File: src/rtl/hazard_ctrl.sv
// Pipeline sequencer for the 5-stage RV32 core: stage enables/flushes, EX forwarding
// selects, data-memory wait FSM with timeout watchdog, and saturating stall/flush counters.
module hazard_ctrl #(
  parameter int unsigned MEM_TIMEOUT = 255,
  parameter int unsigned TO_W        = 8,
  parameter int unsigned CNT_W       = 32
) (
  input  logic             clk_i,
  input  logic             rst_ni,
  input  logic [4:0]       id_rs1_i,
  input  logic [4:0]       id_rs2_i,
  input  logic             id_uses_rs1_i,
  input  logic             id_uses_rs2_i,
  input  logic [4:0]       ex_rd_i,
  input  logic             ex_mem_read_i,
  input  logic [4:0]       ex_rs1_i,
  input  logic [4:0]       ex_rs2_i,
  input  logic [4:0]       mem_rd_i,
  input  logic             mem_reg_write_i,
  input  logic [4:0]       wb_rd_i,
  input  logic             wb_reg_write_i,
  input  logic             ex_redirect_i,
  input  logic             mem_req_i,
  input  logic             dmem_ready_i,
  output logic             pc_en_o,
  output logic             if_id_en_o,
  output logic             if_id_flush_o,
  output logic             id_ex_en_o,
  output logic             id_ex_flush_o,
  output logic             ex_mem_en_o,
  output logic             mem_wb_bubble_o,
  output logic [1:0]       fwd_a_o,
  output logic [1:0]       fwd_b_o,
  output logic             err_o,
  output logic [CNT_W-1:0] stall_cnt_o,
  output logic [CNT_W-1:0] flush_cnt_o
);

  typedef enum logic [1:0] {
    ST_RUN  = 2'b00,
    ST_WAIT = 2'b01,
    ST_ERR  = 2'b10
  } state_e;

  localparam logic [CNT_W-1:0] CNT_MAX = {CNT_W{1'b1}};
  localparam logic [CNT_W-1:0] CNT_ONE = {{(CNT_W-1){1'b0}}, 1'b1};
  localparam logic [TO_W-1:0]  TO_ONE  = {{(TO_W-1){1'b0}}, 1'b1};
  localparam logic [TO_W-1:0]  TO_LIM  = TO_W'(MEM_TIMEOUT);

  state_e           state_q, state_d;
  logic [TO_W-1:0]  wcnt_q, wcnt_d;
  logic [CNT_W-1:0] stall_cnt_q, stall_cnt_d;
  logic [CNT_W-1:0] flush_cnt_q, flush_cnt_d;
  logic             err_q, err_d;

  logic mstall_s, luse_s, redirect_take_s;
  logic pc_en_s, if_id_en_s, if_id_flush_s, id_ex_en_s, id_ex_flush_s, ex_mem_en_s, bubble_s;
  logic [1:0] fwd_a_s, fwd_b_s;

  // x0 is hardwired zero, so it is never forwarded; MEM is younger than WB and wins.
  function automatic logic [1:0] fwd_sel(input logic [4:0] rs, input logic [4:0] mrd,
                                         input logic mw, input logic [4:0] wrd, input logic ww);
    logic [1:0] sel;
    if (rs == 5'd0) begin
      sel = 2'b00;
    end else if (mw && (mrd == rs)) begin
      sel = 2'b10;
    end else if (ww && (wrd == rs)) begin
      sel = 2'b01;
    end else begin
      sel = 2'b00;
    end
    return sel;
  endfunction

  assign mstall_s = mem_req_i & ~dmem_ready_i;
  assign luse_s   = ex_mem_read_i & (ex_rd_i != 5'd0) &
                    ((id_uses_rs1_i & (ex_rd_i == id_rs1_i)) |
                     (id_uses_rs2_i & (ex_rd_i == id_rs2_i)));
  assign fwd_a_s  = fwd_sel(ex_rs1_i, mem_rd_i, mem_reg_write_i, wb_rd_i, wb_reg_write_i);
  assign fwd_b_s  = fwd_sel(ex_rs2_i, mem_rd_i, mem_reg_write_i, wb_rd_i, wb_reg_write_i);

  always_ff @(posedge clk_i or negedge rst_ni) begin
    if (!rst_ni) begin
      state_q     <= ST_RUN;
      wcnt_q      <= '0;
      stall_cnt_q <= '0;
      flush_cnt_q <= '0;
      err_q       <= 1'b0;
    end else begin
      state_q     <= state_d;
      wcnt_q      <= wcnt_d;
      stall_cnt_q <= stall_cnt_d;
      flush_cnt_q <= flush_cnt_d;
      err_q       <= err_d;
    end
  end

  always_comb begin
    state_d = state_q;
    wcnt_d  = wcnt_q;
    case (state_q)
      ST_RUN: begin
        if (mstall_s) begin
          state_d = ST_WAIT;
          wcnt_d  = TO_ONE;
        end else begin
          state_d = ST_RUN;
          wcnt_d  = '0;
        end
      end
      ST_WAIT: begin
        if (!mstall_s) begin
          state_d = ST_RUN;
          wcnt_d  = '0;
        end else if (wcnt_q == TO_LIM) begin
          state_d = ST_ERR;
          wcnt_d  = wcnt_q;
        end else begin
          state_d = ST_WAIT;
          wcnt_d  = wcnt_q + TO_ONE;
        end
      end
      ST_ERR: begin
        state_d = ST_ERR;
        wcnt_d  = wcnt_q;
      end
      default: begin
        state_d = ST_ERR;
        wcnt_d  = wcnt_q;
      end
    endcase
  end

  // Priority ERR > mstall > redirect > load-use > normal; ungated by reset so no flop sees rst_ni as data.
  always_comb begin
    pc_en_s         = 1'b1;
    if_id_en_s      = 1'b1;
    if_id_flush_s   = 1'b0;
    id_ex_en_s      = 1'b1;
    id_ex_flush_s   = 1'b0;
    ex_mem_en_s     = 1'b1;
    bubble_s        = 1'b0;
    redirect_take_s = 1'b0;
    if ((state_q != ST_RUN) && (state_q != ST_WAIT)) begin
      pc_en_s     = 1'b0;
      if_id_en_s  = 1'b0;
      id_ex_en_s  = 1'b0;
      ex_mem_en_s = 1'b0;
      bubble_s    = 1'b1;
    end else if (mstall_s) begin
      pc_en_s     = 1'b0;
      if_id_en_s  = 1'b0;
      id_ex_en_s  = 1'b0;
      ex_mem_en_s = 1'b0;
      bubble_s    = 1'b1;
    end else if (ex_redirect_i) begin
      if_id_flush_s   = 1'b1;
      id_ex_flush_s   = 1'b1;
      redirect_take_s = 1'b1;
    end else if (luse_s) begin
      pc_en_s       = 1'b0;
      if_id_en_s    = 1'b0;
      id_ex_flush_s = 1'b1;
    end else begin
      pc_en_s = 1'b1;
    end
  end

  always_comb begin
    if (!rst_ni) begin
      pc_en_o         = 1'b0;
      if_id_en_o      = 1'b0;
      if_id_flush_o   = 1'b1;
      id_ex_en_o      = 1'b0;
      id_ex_flush_o   = 1'b1;
      ex_mem_en_o     = 1'b0;
      mem_wb_bubble_o = 1'b1;
      fwd_a_o         = 2'b00;
      fwd_b_o         = 2'b00;
    end else begin
      pc_en_o         = pc_en_s;
      if_id_en_o      = if_id_en_s;
      if_id_flush_o   = if_id_flush_s;
      id_ex_en_o      = id_ex_en_s;
      id_ex_flush_o   = id_ex_flush_s;
      ex_mem_en_o     = ex_mem_en_s;
      mem_wb_bubble_o = bubble_s;
      fwd_a_o         = fwd_a_s;
      fwd_b_o         = fwd_b_s;
    end
  end

  // Saturating counters and sticky error flag.
  always_comb begin
    stall_cnt_d = stall_cnt_q;
    flush_cnt_d = flush_cnt_q;
    if (!pc_en_s && (stall_cnt_q != CNT_MAX)) begin
      stall_cnt_d = stall_cnt_q + CNT_ONE;
    end else begin
      stall_cnt_d = stall_cnt_q;
    end
    if (redirect_take_s && (flush_cnt_q != CNT_MAX)) begin
      flush_cnt_d = flush_cnt_q + CNT_ONE;
    end else begin
      flush_cnt_d = flush_cnt_q;
    end
    err_d = (state_d == ST_ERR);
  end

  assign err_o       = err_q;
  assign stall_cnt_o = stall_cnt_q;
  assign flush_cnt_o = flush_cnt_q;

endmodule
File: config.mk
export PLATFORM = sky130hd
export DESIGN_NAME = hazard_ctrl
export DESIGN_NICKNAME = d
export VERILOG_FILES = /design/src/rtl/hazard_ctrl.sv
export SDC_FILE = /design/constraint.sdc
export NUM_CORES = 1
export LEC_CHECK = 0
export ABC_CLOCK_PERIOD_IN_PS = 2300
export CORE_ASPECT_RATIO = 0.9
export CORE_MARGIN = 2
export CORE_UTILIZATION = 28
export DETAILED_ROUTE_END_ITERATION = 8
export HOLD_SLACK_MARGIN = 0.15
export PLACE_DENSITY = 0.62
export SLEW_MARGIN = 20
export SYNTH_ARGS = -nofsm -noshare
export SYNTH_HDL_FRONTEND = slang
export SYNTH_SLANG_ARGS = --single-unit
File: constraint.sdc
create_clock -name clk_i -period 2.3 [get_ports clk_i]
set_clock_uncertainty 0.15 [all_clocks]
set_input_delay 0.46 -clock clk_i [delete_from_list [all_inputs] [get_ports clk_i]]
set_output_delay 0.46 -clock clk_i [all_outputs]
set_load 0.005 [all_outputs]
* After elaboration in Yosys (flattened, before gate mapping) *
Index checks and enable logic that the tools add are counted.
W data, S select, Z words.

word-level totals
  register bits after elaboration = 75
  bits of input ports = 45

operators by class
  bitwise operators = 7
  multiplexer cells = 36
  $add $sub $neg = 3
  eq/ne operators = 13
  reductions and logical operators = 15

operator list
  kind                     number
  $add A32 B1 Y32 const B  2
  $ne A32 B32 Y1 const B   2
  $eq A5 B5 Y1             6
  $mux W1                  24
  $mux W2                  8
  $mux W8                  2
  $pmux W8 S2              1
  $logic_not A5 Y1         2
  $add A8 B1 Y8 const B    1
  $eq A8 B8 Y1 const B     1
  $logic_and A1 B1 Y1      7
  $and A1 B1 Y1            5
  $reduce_bool A5 Y1       1
  $pmux W2 S2              1
  $reduce_bool A2 Y1       2
  $ne A3 B3 Y1 const B     1
  $eq A2 B1 Y1 const B     1
  $eq A2 B2 Y1 const B     1
  $logic_not A2 Y1         1
  $ne A2 B1 Y1 const B     1
  $reduce_and A2 Y1        1
  $logic_not A1 Y1         1
  $not A1 Y1               1
  $or A1 B1 Y1             1

* Logic depth before layout (Yosys ltp) *
Gate-level depths: netlist (run 1).

  word-level depth = 10
  mapped depth = 8

* Worst setup path before layout (run 1) *
OpenSTA, ideal clock, no wires.

  path type = input port to flip-flop
  start point = in mem_req_i
  end point = reg flush_cnt_q[26], in the netlist flush_cnt_o[26]
  stages = 7
  buffers on the path = 1
  arrival time = 2015 ps
  path slack = 11 ps
  data required time = 2026 ps
  library setup time = 124 ps
  cell sequence = nor2b_4 buf_6 or3_4 or3b_4 nor4_4 nand4_1 xnor2_1

between the ends
  cells in the longest elaborated chain, start to end = 4

RTL lines
  what                  line  RTL
  from (decl)           23    input logic mem_req_i,
  $and A1 B1 Y1         76    assign mstall_s = mem_req_i & ~dmem_ready_i;
  $mux W1               151   end else if (mstall_s) begin
  $mux W1               145   if ((state_q != ST_RUN) && (state_q != ST_WAIT)) begin
  $logic_and A1 B1 Y1   203   if (redirect_take_s && (flush_cnt_q != CNT_MAX)) begin
  to (signal assigned)  94    flush_cnt_q <= flush_cnt_d;
  to (decl)             53    logic [CNT_W-1:0] flush_cnt_q, flush_cnt_d;

No other way between the ends.
A chain may end at the register's enable or synchronous reset.

* Worst setup path after layout (run 1) *
  start point = in ex_rd_i[2]
  end point = out pc_en_o

between the ends
  cells in the longest elaborated chain, start to end = 9

RTL lines
  what                                     line    RTL
  from (decl)                              14      input logic [4:0] ex_rd_i,
  $eq A5 B5 Y1, on equally long branches   78, 79
  $and A1 B1 Y1, on equally long branches  78, 79
  $or A1 B1 Y1                             78      ((id_uses_rs1_i & (ex_rd_i == id_rs1_i)) |
  $and A1 B1 Y1 *                          77      assign luse_s = ex_mem_read_i & (ex_rd_i != 5'd0) &
  $mux W1 *                                161     end else if (luse_s) begin
  $mux W1 *                                157     end else if (ex_redirect_i) begin
  $mux W1 *                                151
  $mux W1 *                                145
  $mux W1 *                                171     if (!rst_ni) begin
  to (decl)                                25      output logic pc_en_o,

Every way passes the cells marked *; elsewhere a longest branch is shown, timed or not.

==> summary.txt, run 1 <==
Crit path to = pc_en_o
Port Buffers = 120
Mapped Cells = 393
Setup WS post-layout = 0.00232 ns
Pre-Repair DR Iteration Count = 4
Cell Pwr Density = 656 nW/µm²
DR WL/cell = 14.6 µm
Final worst path period need = 2.30 ns
Synth Flop Type = dfrtp_1
Worst hold path class = primary input to asynchronous set/reset pin
Period utilization = 99.9%
Final GP Congestion = 0.880
Maxcap violations = 0
Drt initial violations = 136
CTS root buf = clkbuf_16
Clk sink count = 75
CTS tree = done
Syn nets = 441
Number of buffers created by CTS = 9
# nets final = 630
Synth top area cells = dfrtp_1 (46%), xor2_1 (10%), xnor2_1 (9.5%), nand3_1 (3.1%), nand2_1 (3.0%)
Vias in the first global route = 3776
DIE WIDTH = 131 µm
Post-place setup slack = -0.728 ns
Initial Utilization = 28.8%
First-pass GRT wire length = 18.5 mm
Ys Warns = 0
CP Class = primary input to output port
Mean post-synth cell area = 10.3 µm²
Sequential fraction of the synthesis area = 46.4%
# DRC = 0
Total number of vias = 3608
Diodes inserted = 0
Async SR Flop Fraction = 100%
CTS Buffer Depth = 2
Placed insts = 755
Arrival @ worst endpoint = 1.69 ns
Cell mode on critical path = buf_2
P&R area growth vs syn = 58.7%
WL met2 = 5.72 mm
Antenna-violating nets left = 0
Crit-path slowest cell = or4_1
Largest net degree at the start of global routing = 36
Cell Rows = 41
RSZ-0062 raised after global routing = yes
CP delay by family, top = simple AND/OR/NAND/NOR gates
CP Capture Type = output port
Hold Fails Final Rpt = 0
Worst setup path start = ex_rd_i[2]
Mapped cell area = 4040 µm²
Setup slack, reg-to-reg = 0.08 ns
Cell taking the most area after synthesis = dfrtp_1
Startpoint Class = primary input
Final non-filler cell total = 780
Post-synth EDFFs = 0
Crit-path max cell delay = 0.49 ns
CP max FO = 2
Overflow after GRT = 0
Share of the synthesized area in the top cell type = 46.4%
Synth cell types = 49
Cell chain of the critical path = buf_2 -> or4_1 -> o21a_1 -> buf_6 -> a31oi_4 -> buf_2
CTS H-tree lvls = 3
Worst R2R Path Depth = 5
Outcome = finished clean
Core area = 14100 µm²
Gr usage total = 15.2%
Final WL = 11.4 mm
Wl on met1 = 4.99 mm
IO Pins = 121
Met3 layer wire length in the routed design = 423 µm
Worst Path Required = 1.69 ns
FMAX = 0.435 GHz
Instance count on the critical path = 6
Final setup violation count = 0
Setup TNS = 0 ns
Crit path buffers/inverters = 3
Die area = 15400 µm²
Synth Register Bits = 75
Clock latency on the worst-skew pair = 0.34 ns
Worst slew pin tran = 0.463 ns
Die height = 118 µm
Layout cells sized above 1 = 24.4%
Max-slew violations = 0
Fillers = 1345
Top layer in use = met4
Via/cell ratio = 4.63
Leakage = 2.83 nW
Worst vdd ir = 0.000416 V
Initial antenna violation count = 0
Worst r2r src = state_q[1]
Worst R2R End = flush_cnt_o[26]
Hpwl dp = 8.68 mm
Reg clk slew, reported paths = 0.06 ns
Rel. slew slack = 69.1%
[registers in the layout (all words and copies together) (netlist names)]
| signal | count |
|---|---|
| err_o | 1 |
| flush_cnt_o | 32 |
| stall_cnt_o | 32 |
| state_q | 2 |
| wcnt_q | 8 |
[layer usage]
| metal | vias to the layer above | track usage (%) |
|---|---|---|
| met3 | 18 | 4.50 |
| met2 | 65 | 25.3 |
| li1 | 1780 | - |
| met1 | 1745 | 18.7 |
| met4 | 0 | 5.12 |
| met5 | - | 0 |
[cells in the mapped netlist, types with 2 or more instances]
master,count
dfrtp_1,75
xor2_1,46
xnor2_1,44
nand2_1,32
nand3_1,25
nor3_1,22
nor2_1,21
nand4_1,19
and3_1,12
o21ai_0,10
inv_1,7
nor4_1,7
and4_1,6
nor3b_1,6
and2_1,4
nand2b_1,4
nor4b_1,4
a21oi_1,3
a31oi_1,3
buf_2,3
ha_1,3
or4_1,3
and3b_1,2
buf_4,2
nand3b_1,2
nor2b_1,2
nor4_4,2
o21a_1,2
o31ai_1,2
[area by class of cell]
cell class / count / area, µm² / share of cell area [%]
well taps: 193 / 241 / 3.77
inverters: 7 / 26.3 / 0.410
repair buffers: 185 / 1610 / 25.1
clock buffers: 11 / 253 / 3.94
clock inverters: 5 / 108 / 1.68
multi-input cells: 304 / 2300 / 35.8
flip-flops and latches: 75 / 1880 / 29.3
[worst register-to-register path: stages (launching register included)]
cell and delay (ns):
dfrtp_2 0.43, or3_4 0.42, or3b_4 0.46, nor4_4 0.33, nand4_1 0.15, xnor2_1 0.15
[layout by cell type, fill, tap and decap left out, types with 12 or more instances in the layout]
cell type        instances
nand4_1                 19
dlygate4sd2_1           23
nand2_1                 29
nor3_1                  20
xnor2_1                 43
nand3_1                 24
clkdlybuf4s50_1         73
xor2_1                  45
and3_1                  12
buf_4                   63
nor2_1                  17
dfrtp_1                 74
[kinds of logic (layout without fill, tap and decap cells)]
group | count (synthesis) | count (layout) | share of synthesized area [%]
AO/OA/AOI/OAI | 28 | 28 | 4.80
XOR/XNOR | 90 | 90 | 19.5
adder cells (fa/ha/maj) | 3 | 3 | 0.929
buffers and inverters | 14 | 208 | 1.76
flip-flops | 75 | 75 | 46.4
multiplexers | 2 | 2 | 0.557
AND/OR/NAND/NOR | 181 | 181 | 26.0
[report_power, final]
| part | total (mW) | switching, mW | internal (mW) |
|---|---|---|---|
| logic | 0.918 | 0.372 | 0.546 |
| clock network | 1.68 | 0.554 | 1.12 |
| registers | 1.61 | 0.150 | 1.46 |
| total | 4.21 | 1.08 | 3.13 |
[how the worst min path moves through the flow]
stage | start | endpoint | slack (ns) | cells after the start
after detailed placement | stall_cnt_o[16] | stall_cnt_o[16] | 0.34 | 1
after CTS | rst_ni | flush_cnt_o[19] | 0.18 | 3
final | rst_ni | stall_cnt_o[1] | 0.16 | 3
after global routing | rst_ni | flush_cnt_o[14] | 0.19 | 3
after floorplan | rst_ni | err_o | 0.01 | 0
after global placement | wcnt_q[7] | wcnt_q[7] | 0.33 | 1
[per-stage QoR]
step	hold WS, ns	util (%)	instance area, µm²	power, mW
after global routing	0.189	45.6	6410	4.42
final	0.162	45.6	6410	4.21
after floorplan	0.0144	-	4040	1.93
after global placement	0.326	41.7	5860	2.53
after CTS	0.182	44.5	6250	4.25
after detailed placement	0.339	41.7	5860	2.56
[repair_timing]
| item | in CTS | in global routing |
|---|---|---|
| endpoints found under the setup margin | 56 | 31 |
| resized for setup | 106 | 34 |
| pin swaps | 32 | 19 |
| endpoints found under the hold margin | 14 | 0 |
| setup buffers | 3 | 7 |
| hold buffers | 1 | 0 |
(Power assumes the default switching activity.)
==> run 2: changes to the inputs <==
Settings changed: SLEW_MARGIN 20 to 0.
==> results of run 2 <==
No change in the layout: final DEF, timing and power equal those of run 1.
